[src/rtl/fso_link_pkg.sv]
// Shared definitions for the FSO link: BER sequencer states and PRBS-7 constants.
package fso_link_pkg;

  localparam int unsigned PRBS_ORDER  = 7;
  localparam int unsigned PRBS_TAP_HI = 6;
  localparam int unsigned PRBS_TAP_LO = 5;
  localparam logic [PRBS_ORDER-1:0] PRBS_SEED = 7'h7F;

  typedef enum logic [2:0] {
    StIdle,
    StTxPre,
    StSeed,
    StVerify,
    StMeasure,
    StFail,
    StDone
  } state_e;

  // x^7 + x^6 + 1 feedback term for a left-shifting register.
  function automatic logic prbs7_feedback(input logic [PRBS_ORDER-1:0] q);
    return q[PRBS_TAP_HI] ^ q[PRBS_TAP_LO];
  endfunction

endpackage

[src/rtl/prbs7_lfsr.sv]
// PRBS-7 shift register with serial load, used for both the laser transmitter and the
// receive-side reference.
module prbs7_lfsr
  import fso_link_pkg::*;
#(
  // When set, o_Bit is the bit the register will generate next rather than its MSB.
  // The receive reference is seeded with the last seven received bits, so the bit it
  // expects to see next is its feedback term.
  parameter bit LOOKAHEAD = 1'b0
) (
  input  logic CLK,
  input  logic i_Reset,
  input  logic i_Load,
  input  logic i_LoadBit,
  input  logic i_Step,
  output logic o_Bit
);

  logic [PRBS_ORDER-1:0] lfsr_q;

  // Load shifts a received bit in; step shifts the generated feedback in.
  always_ff @(posedge CLK or posedge i_Reset) begin
    if (i_Reset) begin
      lfsr_q <= PRBS_SEED;
    end else if (i_Load) begin
      lfsr_q <= {lfsr_q[PRBS_ORDER-2:0], i_LoadBit};
    end else if (i_Step) begin
      lfsr_q <= {lfsr_q[PRBS_ORDER-2:0], prbs7_feedback(lfsr_q)};
    end
  end

  assign o_Bit = LOOKAHEAD ? prbs7_feedback(lfsr_q) : lfsr_q[PRBS_ORDER-1];

endmodule

[src/rtl/fso_ber_test_controller.sv]
// PRBS-7 bit-error-rate test sequencer for the laser FSO link: transmits the sequence,
// self-seeds a receive reference, verifies lock, then counts errors over a window.
module fso_ber_test_controller
  import fso_link_pkg::*;
#(
  parameter int unsigned BIT_DIV         = 16,
  parameter int unsigned PREAMBLE_BITS   = 32,
  parameter int unsigned SYNC_CHECK_BITS = 32,
  parameter int unsigned LOCK_ERR_MAX    = 4,
  parameter int unsigned MAX_RETRIES     = 3,
  parameter int unsigned WINDOW_BITS     = 1024,
  parameter int unsigned CNT_W           = 16
) (
  input  logic             CLK,
  input  logic             i_Reset,
  input  logic             i_Start,
  input  logic             i_Abort,
  input  logic             i_ReceivedSignal,
  output logic             o_PRBS,
  output logic             o_TxEnable,
  output logic             o_Busy,
  output logic             o_Locked,
  output logic             o_LockFail,
  output logic             o_Done,
  output logic [CNT_W-1:0] o_ErrorCount,
  output logic [CNT_W-1:0] o_BitCount
);

  localparam int unsigned PH_W = $clog2(BIT_DIV);
  localparam int unsigned VE_W = $clog2(SYNC_CHECK_BITS + 1);
  localparam int unsigned RT_W = $clog2(MAX_RETRIES + 1);

  state_e           state_q;
  logic [PH_W-1:0]  phase_q;
  logic [1:0]       sync_q;
  logic [31:0]      bit_idx_q;
  logic [VE_W-1:0]  verr_q;
  logic [RT_W-1:0]  retries_q;
  logic             seed_any_q;

  logic             running;
  logic             phase_last;
  logic             strobe;
  logic             rx_bit;
  logic             tx_bit;
  logic             tx_step;
  logic             rx_expect;
  logic             rx_load;
  logic             rx_step;
  logic             mismatch;
  logic             start_go;
  logic             pre_last;
  logic             seed_last;
  logic             verify_last;
  logic             window_last;
  logic             seed_zero;
  logic             verify_pass;
  logic             retry_last;
  logic [VE_W-1:0]  verr_total;

  assign running     = (state_q != StIdle);
  assign phase_last  = (phase_q == PH_W'(BIT_DIV - 1));
  assign strobe      = running && (phase_q == PH_W'(BIT_DIV / 2));
  assign rx_bit      = sync_q[1];
  assign tx_step     = running && phase_last;
  assign rx_load     = strobe && (state_q == StSeed);
  assign rx_step     = strobe && ((state_q == StVerify) || (state_q == StMeasure));
  assign mismatch    = rx_bit ^ rx_expect;
  assign start_go    = (state_q == StIdle) && i_Start && !i_Abort;
  assign pre_last    = strobe && (bit_idx_q == 32'(PREAMBLE_BITS - 1));
  assign seed_last   = strobe && (bit_idx_q == 32'(PRBS_ORDER - 1));
  assign verify_last = strobe && (bit_idx_q == 32'(SYNC_CHECK_BITS - 1));
  assign window_last = strobe && (bit_idx_q == 32'(WINDOW_BITS - 1));
  // The seed register would lock up on all zeros; a silent receiver looks like this.
  assign seed_zero   = !(seed_any_q | rx_bit);
  assign verr_total  = verr_q + VE_W'(mismatch);
  assign verify_pass = (32'(verr_total) <= 32'(LOCK_ERR_MAX));
  assign retry_last  = (32'(retries_q) == 32'(MAX_RETRIES - 1));

  prbs7_lfsr #(
    .LOOKAHEAD (1'b0)
  ) u_tx_lfsr (
    .CLK       (CLK),
    .i_Reset   (i_Reset),
    .i_Load    (1'b0),
    .i_LoadBit (1'b0),
    .i_Step    (tx_step),
    .o_Bit     (tx_bit)
  );

  prbs7_lfsr #(
    .LOOKAHEAD (1'b1)
  ) u_rx_lfsr (
    .CLK       (CLK),
    .i_Reset   (i_Reset),
    .i_Load    (rx_load),
    .i_LoadBit (rx_bit),
    .i_Step    (rx_step),
    .o_Bit     (rx_expect)
  );

  // Bit timer: parked at zero in IDLE so every run starts on a bit boundary.
  always_ff @(posedge CLK or posedge i_Reset) begin
    if (i_Reset) begin
      phase_q <= '0;
    end else if (!running || i_Abort || phase_last) begin
      phase_q <= '0;
    end else begin
      phase_q <= phase_q + PH_W'(1);
    end
  end

  // Two-flop synchronizer for the raw photodetector input.
  always_ff @(posedge CLK or posedge i_Reset) begin
    if (i_Reset) begin
      sync_q <= 2'b00;
    end else begin
      sync_q <= {sync_q[0], i_ReceivedSignal};
    end
  end

  // Sequencer: state, per-phase strobe counter, lock bookkeeping and status outputs.
  always_ff @(posedge CLK or posedge i_Reset) begin
    if (i_Reset) begin
      state_q    <= StIdle;
      bit_idx_q  <= '0;
      verr_q     <= '0;
      retries_q  <= '0;
      seed_any_q <= 1'b0;
      o_PRBS     <= 1'b0;
      o_TxEnable <= 1'b0;
      o_Busy     <= 1'b0;
      o_Locked   <= 1'b0;
      o_LockFail <= 1'b0;
      o_Done     <= 1'b0;
    end else if (i_Abort) begin
      state_q    <= StIdle;
      o_PRBS     <= 1'b0;
      o_TxEnable <= 1'b0;
      o_Busy     <= 1'b0;
      o_Locked   <= 1'b0;
      o_Done     <= 1'b0;
    end else begin
      o_Done <= 1'b0;
      o_PRBS <= tx_bit;
      if (strobe) begin
        bit_idx_q <= bit_idx_q + 32'd1;
      end
      unique case (state_q)
        StIdle: begin
          o_PRBS <= 1'b0;
          if (i_Start) begin
            state_q    <= StTxPre;
            o_PRBS     <= tx_bit;
            o_TxEnable <= 1'b1;
            o_Busy     <= 1'b1;
            o_Locked   <= 1'b0;
            o_LockFail <= 1'b0;
            retries_q  <= '0;
            bit_idx_q  <= '0;
            verr_q     <= '0;
          end
        end
        StTxPre: begin
          if (pre_last) begin
            state_q    <= StSeed;
            bit_idx_q  <= '0;
            seed_any_q <= 1'b0;
          end
        end
        StSeed: begin
          if (strobe) begin
            seed_any_q <= seed_any_q | rx_bit;
          end
          if (seed_last) begin
            bit_idx_q <= '0;
            verr_q    <= '0;
            if (seed_zero) begin
              retries_q  <= retries_q + RT_W'(1);
              seed_any_q <= 1'b0;
              if (retry_last) begin
                state_q    <= StFail;
                o_LockFail <= 1'b1;
              end else begin
                state_q <= StSeed;
              end
            end else begin
              state_q <= StVerify;
            end
          end
        end
        StVerify: begin
          if (strobe) begin
            verr_q <= verr_total;
          end
          if (verify_last) begin
            bit_idx_q <= '0;
            if (verify_pass) begin
              state_q  <= StMeasure;
              o_Locked <= 1'b1;
            end else begin
              retries_q  <= retries_q + RT_W'(1);
              seed_any_q <= 1'b0;
              if (retry_last) begin
                state_q    <= StFail;
                o_LockFail <= 1'b1;
              end else begin
                state_q <= StSeed;
              end
            end
          end
        end
        StMeasure: begin
          if (window_last) begin
            state_q <= StDone;
            o_Done  <= 1'b1;
          end
        end
        StFail: begin
          state_q <= StDone;
          o_Done  <= 1'b1;
        end
        StDone: begin
          state_q    <= StIdle;
          o_PRBS     <= 1'b0;
          o_TxEnable <= 1'b0;
          o_Busy     <= 1'b0;
        end
        default: begin
          state_q <= StIdle;
        end
      endcase
    end
  end

  // Measurement statistics: cleared by a start, saturating, held otherwise.
  always_ff @(posedge CLK or posedge i_Reset) begin
    if (i_Reset) begin
      o_ErrorCount <= '0;
      o_BitCount   <= '0;
    end else if (start_go) begin
      o_ErrorCount <= '0;
      o_BitCount   <= '0;
    end else if ((state_q == StMeasure) && strobe && !i_Abort) begin
      if (o_BitCount != '1) begin
        o_BitCount <= o_BitCount + CNT_W'(1);
      end
      if (mismatch && (o_ErrorCount != '1)) begin
        o_ErrorCount <= o_ErrorCount + CNT_W'(1);
      end
    end
  end

endmodule

[config.mk]
export PLATFORM = sky130hd
export DESIGN_NAME = fso_ber_test_controller
export DESIGN_NICKNAME = d
export VERILOG_FILES = /design/src/rtl/fso_link_pkg.sv /design/src/rtl/prbs7_lfsr.sv /design/src/rtl/fso_ber_test_controller.sv
export SDC_FILE = /design/constraint.sdc
export NUM_CORES = 1
export LEC_CHECK = 0
export ABC_AREA = 0
export CAP_MARGIN = 15
export CORE_MARGIN = 2
export CORE_UTILIZATION = 40
export CTS_BUF_LIST = sky130_fd_sc_hd__clkbuf_2 sky130_fd_sc_hd__clkbuf_4 sky130_fd_sc_hd__clkbuf_8
export DETAILED_ROUTE_END_ITERATION = 12
export GPL_TIMING_DRIVEN = 0
export SYNTH_ARGS = -nofsm -noshare
export SYNTH_HDL_FRONTEND = slang
export SYNTH_SLANG_ARGS = --single-unit
[constraint.sdc]
create_clock -name CLK -period 6.2 [get_ports CLK]
set_input_delay 1.24 -clock CLK [delete_from_list [all_inputs] [get_ports CLK]]
set_output_delay 1.24 -clock CLK [all_outputs]
set_load 0.005 [all_outputs]
# After elaboration in Yosys (flattened, before gate mapping)
# Index checks and enable logic that the tools add are counted.
# word_totals
regBits,101
latchBits,0
ram_bits,0
mem_bits_ro,0
in_bits,5
output_inout_bits,38
wordCells,152
memories,0
# op_classes
addsub,6
multipliers,0
n_div,0
order_cmp,1
eq_ne,27
shifts,0
mux,61
bitwise_logic,5
reduce_logical,36
# ops
cell,n
$mux W32,4
$mux W16,6
$pmux W32 S3,1
$add A16 B1 Y16 const B,2
$add A32 B1 Y32 const B,1
$eq A32 B10 Y1 const B,1
$eq A32 B3 Y1 const B,1
$eq A32 B5 Y1 const B,1
$ne A16 B16 Y1 const B,2
$mux W3,9
$mux W1,21
$mux W6,3
$ne A3 B3 Y1 const B,6
$pmux W3 S6,1
$pmux W6 S3,1
$reduce_and A5 Y1,3
$reduce_bool A3 Y1,5
$mux W7,2
$ne A2 B2 Y1 const B,7
$logic_and A1 B1 Y1,12
$mux W2,5
$eq A3 B3 Y1 const B,3
$eq A4 B4 Y1 const B,2
$pmux W1 S2,4
other kinds (21),33

# Depth between registers and ports, before layout
# Gate-level depths: netlist (run 1).
# logic_depth
word_depth,8
ltp_mapped,11
ltp_nobuf,11

# By module
# A second synthesis (run 1) with hierarchy kept.
# hier_totals
cells_unflattened,623
area_unflattened_um2,5691.7
# modules_own_cells
mod,instances,cells_per_inst,area_each_um2,seq_area_each_um2
fso_ber_test_controller,1,583,5083.6,2177.1
prbs7_lfsr (u_rx_lfsr),1,20,305.3,183.9
prbs7_lfsr (u_tx_lfsr),1,20,302.8,183.9

# Least setup slack after synthesis (run 1)
# OpenSTA, ideal clock, no wires.
# synth_timing
path_kind,register to register
startpoint,register u_rx_lfsr.lfsr_q[5]
endpoint,register state_q[1]
setup_time_ns,0.079
arrival_ns,2.672
required_ns,6.121
setup_slack_ns,3.449
stages_incl_launch_ff,12
path_buffers,0
period_less_slack_ns,2.751
cell_sequence,dfstp_2 -> xor2_1 -> xnor2_1 -> inv_1 -> ha_1 -> ha_1 -> a2111oi_0 -> a41o_1 -> o22ai_1 -> nor3_1 -> or4b_1 -> mux2i_1
# synth_via
elab_chain_cells,8
# synth_rtl
item,line,rtl
"start, declared",prbs7_lfsr.sv:19,logic [PRBS_ORDER-1:0] lfsr_q;
"start signal, assigned",prbs7_lfsr.sv:26,"lfsr_q <= {lfsr_q[PRBS_ORDER-2:0], i_LoadBit};"
"start signal, assigned",prbs7_lfsr.sv:28,"lfsr_q <= {lfsr_q[PRBS_ORDER-2:0], prbs7_feedback(lfsr_q)};"
$xor A1 B1 Y1,fso_link_pkg.sv:21,return q[PRBS_TAP_HI] ^ q[PRBS_TAP_LO];
$xor A1 B1 Y1,fso_ber_test_controller.sv:68,assign mismatch = rx_bit ^ rx_expect;
$add A6 B1 Y6,fso_ber_test_controller.sv:76,assign verr_total = verr_q + VE_W'(mismatch);
$le A6 B3 Y1,fso_ber_test_controller.sv:77,assign verify_pass = (32'(verr_total) <= 32'(LOCK_ERR_MAX));
$mux W3,fso_ber_test_controller.sv:198,if (verify_pass) begin
$mux W3,fso_ber_test_controller.sv:196,if (verify_last) begin
$pmux W3 S6,fso_ber_test_controller.sv:149,unique case (state_q)
$mux W3,fso_ber_test_controller.sv:136,end else if (i_Abort) begin
"end signal, assigned",fso_ber_test_controller.sv:137,state_q <= StIdle;
"end signal, assigned",fso_ber_test_controller.sv:153,state_q <= StTxPre;
"end signal, assigned",fso_ber_test_controller.sv:199,state_q <= StMeasure;
"end, declared",fso_ber_test_controller.sv:33,state_e state_q;
# No other way between the ends. The select of a mux whose other input is x is not followed.
# A chain may end at the register's enable or synchronous reset.

# Final worst setup path (run 1)
# layout_timing
startpoint,input i_Abort
endpoint,register o_BitCount[2]
# layout_via
elab_chain_cells,4
word_cells_on_any_way,7
cone_classes,mux (1); reduce/logical (6)
# layout_rtl
item,line,rtl
"start, declared",fso_ber_test_controller.sv:17,"input logic i_Abort,"
$logic_not A1 Y1 *,"fso_ber_test_controller.sv:69, fso_ber_test_controller.sv:244",
"$logic_and A1 B1 Y1, on equally long branches","fso_ber_test_controller.sv:69, fso_ber_test_controller.sv:244",
$reduce_bool A2 Y1 (no source line),n/a,
$reduce_and A2 Y1 (no source line),n/a,
"end signal, assigned",fso_ber_test_controller.sv:246,o_BitCount <= o_BitCount + CNT_W'(1);
"end, declared",fso_ber_test_controller.sv:26,output logic [CNT_W-1:0] o_BitCount
# Every way passes the cells marked *; elsewhere a longest branch is shown, timed or not.

==> results of run 1 <==
## cell type report
type | instances | area share
plain buffers | 19 | 0.01414
multi-input cells | 425 | 0.4320
clock buffers | 9 | 0.02000
well taps | 176 | 0.03556
repair buffers | 43 | 0.07234
inverters | 10 | 0.006466
clock inverters | 7 | 0.008487
flip-flops and latches | 101 | 0.4110
## power breakdown
group | switching, uW | total [uW] | internal (uW) | leakage (uW)
logic | 123 | 182 | 59.8 | 0.00114
registers | 13.9 | 684 | 670 | 0.00135
clock network | 239 | 385 | 146 | 0.0000774
## registers in the layout, summed over array words and instances, names as in the netlist
register,cells
sync_q,2
o_LockFail,1
bit_idx_q,32
o_ErrorCount,16
o_Locked,1
state_q,3
o_BitCount,16
seed_any_q,1
verr_q,6
o_Busy,1
u_rx_lfsr.lfsr_q,7
retries_q,2
o_PRBS,1
phase_q,4
u_tx_lfsr.lfsr_q,7
o_Done,1
## routing by layer
layer,wire length (um),part of all wire,vias up
met5,0,0,-
met4,158,0.014,0
met3,364,0.031,8
met2,5432,0.46,65
met1,5748,0.49,2089
li1,-,-,2076
## cells by family after synthesis
group,share of synthesized area
multiplexers,0.03933
buffers and inverters,0.02341
adder cells (fa/ha/maj),0.02107
AO/OA/AOI/OAI,0.07491
flip-flops,0.4761
AND/OR/NAND/NOR,0.2767
XOR/XNOR,0.08848
## per-stage QoR
| stage | setup WS, ns | power, uW | util |
|---|---|---|---|
| after floorplan | 2.336 | 825.0 | - |
| after global placement | 0.6861 | 876.1 | 0.4556 |
| after detailed placement | 2.638 | 880.4 | 0.4579 |
| after CTS | 3.049 | 1272 | 0.4713 |
| after global routing | 2.839 | 1323 | 0.4713 |
| final | 3.056 | 1252 | 0.4713 |
## layout by cell type (no fill, tap or decap), types with 14 or more instances in the layout
master	instances
sky130_fd_sc_hd__clkdlybuf4s50_1	42
sky130_fd_sc_hd__a21oi_1	21
sky130_fd_sc_hd__dfrtp_1	87
sky130_fd_sc_hd__dfstp_2	14
sky130_fd_sc_hd__nand4_1	27
sky130_fd_sc_hd__xnor2_1	23
sky130_fd_sc_hd__nor2_1	80
sky130_fd_sc_hd__and3_1	15
sky130_fd_sc_hd__xor2_1	31
sky130_fd_sc_hd__o21ai_0	14
sky130_fd_sc_hd__nand2_1	54
sky130_fd_sc_hd__nand3_1	28
## worst max-delay path by stage
| stage | slack (ns) | to | cells after the start |
|---|---|---|---|
| 5_1_grt | 2.84 | state_q[1] | 11 |
| 2_1_floorplan | 2.34 | bit_idx_q[0] | 1 |
| 4_1_cts | 3.05 | o_BitCount[2] | 6 |
| 3_5_place_dp | 2.64 | o_BitCount[2] | 6 |
| 3_3_place_gp | 0.69 | bit_idx_q[17] | 2 |
| 6_report | 3.06 | o_BitCount[2] | 6 |
## critical path, stage by stage
cell                              delay [ns]
sky130_fd_sc_hd__clkdlybuf4s50_1        0.58
sky130_fd_sc_hd__nor2_1                 0.44
sky130_fd_sc_hd__and3_1                 0.21
sky130_fd_sc_hd__clkbuf_1               0.38
sky130_fd_sc_hd__clkbuf_1               0.44
sky130_fd_sc_hd__nor2_1                 0.11
==> summary.txt, run 1 <==
Global routing
  • Top Usage Layer GRT: met2
  • Global Route met1 Usage: 0.2449
  • Initial antenna violation count: 0
  • Global Route met3 Usage: 0.04278
  • Grt total ovfl: 0
  • Grt met2 use: 0.2675
  • Total track usage: 0.1737
  • Maximum number of pins on one net before global-route repair: 53
  • Vias in the first global route: 4084
  • First-pass GRT wire length: 20150 um

Pwr
  • Pleak: 0.002572 uW
  • Maximum vdd ir drop: 0.1769 mV
  • Pwr dens: 202.1 nW/um^2

Synth
  • Most used DFF post-synth: sky130_fd_sc_hd__dfrtp_1
  • Number of enable flip-flop cells after synthesis: 0
  • Cell types occupying the most area after synthesis: sky130_fd_sc_hd__dfrtp_1 (41%), sky130_fd_sc_hd__dfstp_2 (6.9%), sky130_fd_sc_hd__nor2_1 (5.6%)
  • Most used standard cell by instance count after synthesis: sky130_fd_sc_hd__dfrtp_1
  • Area share of the largest cell type after synthesis: 0.4073
  • Mean Syn Cell Area: 9.631 um^2
  • Top cells by instance count after synthesis: sky130_fd_sc_hd__dfrtp_1 (87), sky130_fd_sc_hd__nor2_1 (80), sky130_fd_sc_hd__nand2_1 (54)
  • Cell area after technology mapping: 5345 um^2
  • Post-Synthesis Net Count: 569
  • Post-synthesis sequential area ratio: 0.4761
  • Yosys warning total: 0
  • Dominant cell type by area after synthesis: sky130_fd_sc_hd__dfrtp_1
  • Yosys reg bits: 101
  • Asr flop ratio synth: 1.000
  • Gate count after technology mapping: 555
  • Count of cell types in the netlist: 56

CTS
  • CTS root buf: sky130_fd_sc_hd__clkbuf_8
  • H-tree level count: 3
  • Clk pin slew, worst setup/hold paths: 0.10 ns
  • Clock tree from TritonCTS: yes
  • Insertion delay of the later-clocked pin in the worst-skew pair: 0.39 ns
  • Max Buffers Root-to-Sink: 2
  • Number of sinks on the clock net: 101
  • Total CTS buffers: 9
  • # Post-CTS Setup Buffers: 0
  • Total of hold buffers inserted after clock tree synthesis: 0
  • Resized cells post-CTS: 0

Critical path
  • CP startpoint: i_Abort
  • Worst reg2reg setup slack: 3.08 ns
  • Length in cells of the worst reg-to-reg path: 11
  • Critical Path Fanout Max: 10
  • R2R Path Start: u_rx_lfsr.lfsr_q[5]
  • Critical path launch point type: input port
  • Worst flop-to-flop path endpoint: state_q[1]
  • CP Capture Type: flip-flop
  • Crit Path Category: input port to flip-flop
  • Worst endpoint data arrival time: 3.40 ns
  • Data required time of the worst path: 6.46 ns

Floorplan
  • Number of top-level pins: 43
  • Floorplan core area: 13140 um^2
  • Die X: 119.6 um
  • Floorplan row count: 42
  • Die extent in y: 119.6 um
  • Die Footprint: 14300 um^2
  • Starting utilization of the core area: 0.4069

Flow run
  • Max_cap viols: 0

Timing
  • Tightest slew margin relative to the limit: 0.5026
  • Final hold violations: 0
  • Max frequency: 0.3181 GHz
  • Number of setup violations in the final report: 0
  • Max Slew Vio Count: 0
  • Final Cycle Share: 0.5071
  • RSZ-0062 raised after global routing: no
  • Aggregate negative setup slack: 0 ns
  • Final hold slack: 0.3646 ns
  • Minimum clock period after layout: 3.144 ns
  • Layout Skew: 0.01235 ns
  • Worst-Margin Slew: 0.7403 ns

Min path
  • Hold Path Origin: sync_q[0]
  • Min-delay worst type: flip-flop to flip-flop
  • Hold Path Sink: sync_q[1]
  • Hold-critical path depth: 0

Placed design
  • Routability cong.: 0.8574
  • Cells after DPL: 774
  • Instance area at placement: 6016 um^2
  • DP HPWL: 8372 um
  • Number of buffers inserted by port buffering: 42

Final layout
  • Layout-stage area growth over the synthesis result: 15.85%
  • Final Non-Filler Cells: 790
  • Diodes inserted: 0
  • Fraction of final layout cells sized beyond drive strength 1: 0.1173
  • Multi-input combinational cell area: 2675 um^2
  • Filler Cell Count: 1276
  • # nets final: 623
  • Storage element area: 2545 um^2
  • Final design instance area without fill: 6192 um^2

Routing
  • Final wirelength: 11700 um
  • Post-route DRC violation count: 0
  • Routed WL per cell: 14.81 um
  • DR vias: 4238
  • Detail Route Antenna Nets: 0
  • Detailed router's first-iteration violation count: 240
  • Via-per-instance ratio: 5.365
  • First-pass iteration count of the detailed router: 4

Outcome
  • Status: finished clean
(Power assumes the default switching activity.)
==> run 2: changes to the inputs <==
==> constraint.sdc (replaced) <==
create_clock -name CLK -period 2.9 [get_ports CLK]
set_input_delay 0.58 -clock CLK [delete_from_list [all_inputs] [get_ports CLK]]
set_output_delay 0.58 -clock CLK [all_outputs]
set_load 0.005 [all_outputs]
==> run 2 against run 1 <==
Non-clock buffer count up 3. Utilization up 0.79 points. Cell count up 0.38%. Clock power up 130%. Global-route usage up 0.13 points. Register-to-register slack worse by 3.0 ns. Total power up 120%. Critical path type is now flip-flop to flip-flop. Setup slack worse by 3.0 ns. Wire length up 0.69%. Sequential power up 110%.
==> summary.txt, run 2 (synthesized netlist as in run 1, its figures left out) <==
Outcome
  • Status: finished clean

Final layout
  • Final design instance area without fill: 6296 um^2
  • Final Non-Filler Cells: 793
  • Layout-stage area growth over the synthesis result: 17.79%
  • # nets final: 626
  • Most frequent cells in the layout: sky130_fd_sc_hd__dfrtp_1 (87), sky130_fd_sc_hd__nor2_1 (80), sky130_fd_sc_hd__nand2_1 (54)
  • Register with the highest flop count: bit_idx_q
  • Diodes inserted: 0
  • Fraction of final layout cells sized beyond drive strength 1: 0.1329
  • Max FFs per register: 32
  • Most common cell after layout, fill and taps aside: sky130_fd_sc_hd__dfrtp_1
  • Biggest regs: bit_idx_q x32, o_BitCount x16, o_ErrorCount x16
  • Share of the core filled with cells: 0.4792

CTS
  • Clk pin slew, worst setup/hold paths: 0.10 ns
  • Total of hold buffers inserted after clock tree synthesis: 0
  • H-tree level count: 3
  • Insertion delay of the later-clocked pin in the worst-skew pair: 0.39 ns
  • Max Buffers Root-to-Sink: 2
  • Clock tree from TritonCTS: yes
  • Number of sinks on the clock net: 101
  • Total CTS buffers: 9
  • CTS root buf: sky130_fd_sc_hd__clkbuf_8

Timing
  • Tightest slew margin relative to the limit: 0.4885
  • Max Slew Vio Count: 0
  • Final hold violations: 0
  • Aggregate negative setup slack: 0 ns
  • RSZ-0062 raised after global routing: yes
  • Layout Skew: 0.01903 ns
  • Number of setup violations in the final report: 0
  • Final hold slack: 0.3642 ns
  • Minimum clock period after layout: 2.808 ns
  • Final Cycle Share: 0.9681
  • Max frequency: 0.3562 GHz
  • Worst-Margin Slew: 0.7657 ns

Routing
  • Routed WL per cell: 14.86 um
  • Post-route DRC violation count: 0
  • Final wirelength: 11780 um
  • First-pass iteration count of the detailed router: 4
  • Detailed router's first-iteration violation count: 269
  • Detail Route Antenna Nets: 0
  • Via-per-instance ratio: 5.393
  • DR vias: 4277

Critical path
  • Worst endpoint data arrival time: 3.12 ns
  • CP Capture Type: flip-flop
  • Critical Path Fanout Max: 5
  • Worst reg2reg setup slack: 0.09 ns
  • R2R Path Start: u_rx_lfsr.lfsr_q[5]
  • Crit Path Category: flip-flop to flip-flop
  • Data required time of the worst path: 3.21 ns
  • CP startpoint: u_rx_lfsr.lfsr_q[5]
  • Critical path launch point type: flip-flop

Floorplan
  • Floorplan row count: 42
  • Floorplan core area: 13140 um^2
  • Die Footprint: 14300 um^2
  • Die X: 119.6 um
  • Number of top-level pins: 43
  • Die extent in y: 119.6 um
  • Starting utilization of the core area: 0.4069

Pwr
  • Maximum vdd ir drop: 0.2684 mV
  • Pleak: 0.002610 uW
  • Pwr dens: 434.7 nW/um^2

Flow run
  • Max_cap viols: 0

Global routing
  • Vias in the first global route: 4107
  • Maximum number of pins on one net before global-route repair: 43
  • Initial antenna violation count: 0
  • Total track usage: 0.1750
  • Grt total ovfl: 0
  • First-pass GRT wire length: 20280 um

Min path
  • Hold Path Origin: sync_q[0]
  • Min-delay worst type: flip-flop to flip-flop

Placed design
  • Cells after DPL: 775
  • Number of buffers inserted by port buffering: 42
  • DP HPWL: 8435 um
  • Instance area at placement: 6030 um^2
  • Routability cong.: 0.8554
run 2: path summary, 6_finish.rpt:
| path | endpoint | cells past startpoint |
|---|---|---|
| max reg2reg | state_q[1] | 11 |
| max in group asynchronous | u_tx_lfsr.lfsr_q[4] | 3 |
| min | sync_q[1] | 0 |
| min reg2reg | sync_q[1] | 0 |
| min in group asynchronous | o_ErrorCount[15] | 2 |
| max | state_q[1] | 11 |
run 2: power breakdown:
| group | total [uW] | internal [uW] | switching (uW) |
|---|---|---|---|
| clock network | 876 | 355 | 520 |
| registers | 1460 | 1430 | 29.4 |
| logic | 398 | 132 | 266 |
run 2: area by class of cell:
class                      instances  area (um^2)
sequential                       101         2545
tap                              176        220.2
inverter                          10        41.29
timing repair buffer              46        475.5
clock inverter                     5        41.29
multi-input combinational        425         2740
clock buffer                      11        145.1
fill                            1280         6842
buffer                            19        87.58
run 2: stage by stage:
stage	setup WS [ns]	power, uW
CTS	0.005936	2770
global route	-0.03770	2894
floorplan	0.1491	1764
detailed placement	-0.2043	1886
global placement	-0.1636	1874
finish	0.09245	2737
run 2: routing by layer:
layer / up-vias / wire length [um] / GRT usage
met5: - / 0 / 0
met2: 79 / 5376 / 0.2636
li1: 2090 / - / -
met4: 0 / 195 / 0.05809
met3: 15 / 427 / 0.03422
met1: 2093 / 5784 / 0.2532
run 2: worst max-delay path, cell delays in order (launching register included):
cell and delay (ns):
sky130_fd_sc_hd__dfstp_2 0.59, sky130_fd_sc_hd__xor2_4 0.18, sky130_fd_sc_hd__xnor2_2 0.15, sky130_fd_sc_hd__inv_1 0.08, sky130_fd_sc_hd__ha_2 0.20, sky130_fd_sc_hd__ha_4 0.27
sky130_fd_sc_hd__a2111oi_2 0.03, sky130_fd_sc_hd__a41o_1 0.25, sky130_fd_sc_hd__o22ai_4 0.24, sky130_fd_sc_hd__nor3_1 0.08, sky130_fd_sc_hd__or4b_1 0.48, sky130_fd_sc_hd__mux2i_1 0.16
run 2: what timing repair did:
item	in CTS	in global routing
buffers inserted	0	2
setup endpoints to repair	5	5
pin swaps	0	4
endpoints found under the hold margin	0	0
gates resized for setup	4	6
==> run 3: changes to the inputs <==
--- a/config.mk
+++ b/config.mk
@@ -5,13 +5,14 @@
 export SDC_FILE = /design/constraint.sdc
 export NUM_CORES = 1
 export LEC_CHECK = 0
-export ABC_AREA = 0
+export ABC_AREA = 1
 export CAP_MARGIN = 15
 export CORE_MARGIN = 2
 export CORE_UTILIZATION = 40
 export CTS_BUF_LIST = sky130_fd_sc_hd__clkbuf_2 sky130_fd_sc_hd__clkbuf_4 sky130_fd_sc_hd__clkbuf_8
 export DETAILED_ROUTE_END_ITERATION = 12
 export GPL_TIMING_DRIVEN = 0
+export MAX_ROUTING_LAYER = met4
 export SYNTH_ARGS = -nofsm -noshare
 export SYNTH_HDL_FRONTEND = slang
 export SYNTH_SLANG_ARGS = --single-unit
==> constraint.sdc (replaced) <==
create_clock -name CLK -period 2.8 [get_ports CLK]
set_input_delay 0.56 -clock CLK [delete_from_list [all_inputs] [get_ports CLK]]
set_output_delay 0.56 -clock CLK [all_outputs]
set_load 0.005 [all_outputs]
==> run 3 against run 2 <==
Sequential power is 6% higher. Critical path depth is 3 higher. Worst hold slack worse by 0.00066 ns. Count of clock-buffer cells in the layout is 2 lower. First-iteration DRC count is 28% higher. Die area is 12% higher. Wire length is 14% higher. Clock power is 12% higher. Sequential share of layout area is 3.6 points lower. Highest routed layer unchanged.
==> summary.txt, run 3 <==
CTS
  • Resized cells post-CTS: 0
  • Clock tree from TritonCTS: yes
  • Max Buffers Root-to-Sink: 2
  • # Post-CTS Setup Buffers: 0
  • CTS root buf: sky130_fd_sc_hd__clkbuf_8
  • Total of hold buffers inserted after clock tree synthesis: 0
  • Total CTS buffers: 9
  • Insertion delay of the later-clocked pin in the worst-skew pair: 0.40 ns
  • H-tree level count: 3
  • Number of sinks on the clock net: 101
  • Clk pin slew, worst setup/hold paths: 0.10 ns

Synth
  • Post-Synthesis Net Count: 815
  • Number of enable flip-flop cells after synthesis: 0
  • Cell area after technology mapping: 5983 um^2
  • Asr flop ratio synth: 1.000
  • Yosys warning total: 0
  • Yosys reg bits: 101
  • Dominant cell type by area after synthesis: sky130_fd_sc_hd__dfrtp_1
  • Most used DFF post-synth: sky130_fd_sc_hd__dfrtp_1
  • Cell types occupying the most area after synthesis: sky130_fd_sc_hd__dfrtp_1 (36%), sky130_fd_sc_hd__nand2_1 (13%), sky130_fd_sc_hd__nor2_1 (7.2%)
  • Post-synthesis sequential area ratio: 0.4253
  • Most used standard cell by instance count after synthesis: sky130_fd_sc_hd__nand2_1
  • Mean Syn Cell Area: 7.470 um^2
  • Gate count after technology mapping: 801
  • Area share of the largest cell type after synthesis: 0.3639
  • Top cells by instance count after synthesis: sky130_fd_sc_hd__nand2_1 (210), sky130_fd_sc_hd__nor2_1 (114), sky130_fd_sc_hd__inv_1 (90)
  • Count of cell types in the netlist: 42

Floorplan
  • Starting utilization of the core area: 0.4101
  • Die X: 126.3 um
  • Floorplan core area: 14590 um^2
  • Number of top-level pins: 43
  • Die extent in y: 126.3 um
  • Floorplan row count: 44
  • Die Footprint: 15950 um^2

Timing
  • Minimum clock period after layout: 2.622 ns
  • Aggregate negative setup slack: 0 ns
  • Tightest slew margin relative to the limit: 0.4536
  • Max Slew Vio Count: 0
  • Final Worst Setup Slack: 0.1783 ns
  • Final Cycle Share: 0.9363
  • Final hold violations: 0
  • Worst-Margin Slew: 0.8178 ns
  • Max frequency: 0.3814 GHz
  • Layout Skew: 0.01242 ns
  • Number of setup violations in the final report: 0

Global routing
  • Global Route met1 Usage: 0.2482
  • First-pass GRT wire length: 23280 um
  • Grt total ovfl: 0
  • Vias in the first global route: 4882
  • Initial antenna violation count: 0
  • Top Usage Layer GRT: met2
  • Grt met2 use: 0.2853
  • Global Route met3 Usage: 0.04091
  • Maximum number of pins on one net before global-route repair: 36
  • Total track usage: 0.1831

Final layout
  • Diodes inserted: 0
  • Most common cell after layout, fill and taps aside: sky130_fd_sc_hd__nand2_1
  • Storage element area: 2545 um^2
  • Filler Cell Count: 1458
  • Biggest regs: bit_idx_q x32, o_BitCount x16, o_ErrorCount x16
  • # nets final: 870
  • Most frequent cells in the layout: sky130_fd_sc_hd__nand2_1 (210), sky130_fd_sc_hd__nor2_1 (113), sky130_fd_sc_hd__inv_1 (89)
  • Register with the highest flop count: bit_idx_q
  • Fraction of final layout cells sized beyond drive strength 1: 0.08827
  • Max FFs per register: 32
  • Layout-stage area growth over the synthesis result: 15.37%
  • Multi-input combinational cell area: 3003 um^2

Critical path
  • Critical Path Fanout Max: 3
  • CP Capture Type: flip-flop
  • Worst endpoint data arrival time: 2.90 ns
  • Slowest stage cell, crit path: sky130_fd_sc_hd__dfstp_2
  • CP top delay family: simple AND/OR/NAND/NOR gates
  • Data required time of the worst path: 3.08 ns
  • Crit Path Category: flip-flop to flip-flop
  • Critical path's largest stage delay: 0.58 ns
  • Critical path launch point type: flip-flop
  • Most numerous cell on the critical path: sky130_fd_sc_hd__nand2_1
  • Critical path cell sequence: xor2_2 -> xor2_1 -> inv_1 -> ha_2 -> ha_1 -> or2_2 -> nand2_1 -> nand2_1 -> nor2_2 -> nand3_2 -> nand2_1 -> nand3_1 -> nand2_1 -> o21ai_1
  • Buffering stage count on the worst path with inverters included: 1

Placed design
  • Routability cong.: 0.8425
  • DP HPWL: 10230 um
  • Number of buffers inserted by port buffering: 42
  • Post-placement setup slack: 0.06366 ns

Pwr
  • Maximum vdd ir drop: 0.3340 mV
  • Pwr dens: 476.2 nW/um^2
  • Pleak: 0.003198 uW

Routing
  • Final wirelength: 13460 um
  • Routed WL per cell: 12.88 um
  • Detail Route Antenna Nets: 0
  • DR vias: 5197
  • Post-route DRC violation count: 0
  • Via-per-instance ratio: 4.973
  • Detailed router's first-iteration violation count: 345
  • First-pass iteration count of the detailed router: 5

Flow run
  • Max_cap viols: 0

Min path
  • Min-delay worst type: flip-flop to flip-flop

Outcome
  • Status: finished clean
[run 3: cell type report]
type                       count  area share
sequential                   101      0.3687
timing repair buffer          44     0.06670
buffer                        13     0.01305
inverter                      96     0.05311
tap                          184     0.03335
multi-input combinational    591      0.4350
clock inverter                 7     0.01214
clock buffer                   9     0.01794
[run 3: final timing paths]
path	startpoint	end	slack (ns)	cells after the start
max	u_rx_lfsr.lfsr_q[5]	o_Locked	0.18	14
min	sync_q[0]	sync_q[1]	0.36	0
max reg2reg	u_rx_lfsr.lfsr_q[5]	o_Locked	0.18	14
min reg2reg	sync_q[0]	sync_q[1]	0.36	0
max in group asynchronous	i_Reset	u_tx_lfsr.lfsr_q[2]	1.44	3
min in group asynchronous	i_Reset	o_BitCount[15]	0.65	2
[run 3: cells by family after synthesis]
| family | after synthesis | share of synthesized area |
|---|---|---|
| compound gates | 65 | 0.06169 |
| buf+inv | 109 | 0.07570 |
| flops | 101 | 0.4253 |
| xor+xnor | 44 | 0.06441 |
| mux | 1 | 0.001882 |
| fa+ha+maj | 9 | 0.01882 |
| simple gates | 472 | 0.3522 |
[run 3: power by group]
part	total (uW)	internal, uW	switching [uW]
logic	759	248	511
clock network	983	425	557
registers	1550	1500	45.2
[run 3: layer usage]
layer	up-vias	routed length (um)
met3	12	450
li1	2685	-
met5	-	0
met4	0	100
met2	88	6172
met1	2412	6739
[run 3: metrics by stage]
step | cell area [um^2] | utilization | hold slack, ns | power (uW) | cells
global placement | 6638 | 0.4550 | 0.3403 | 2326 | 1027
CTS | 6885 | 0.4720 | 0.3663 | 3339 | 1045
floorplan | 5987 | - | 0.3312 | 2120 | 801
finish | 6903 | 0.4732 | 0.3635 | 3287 | 1045
global route | 6903 | 0.4732 | 0.3724 | 3499 | 1045
detailed placement | 6678 | 0.4577 | 0.3434 | 2339 | 1029
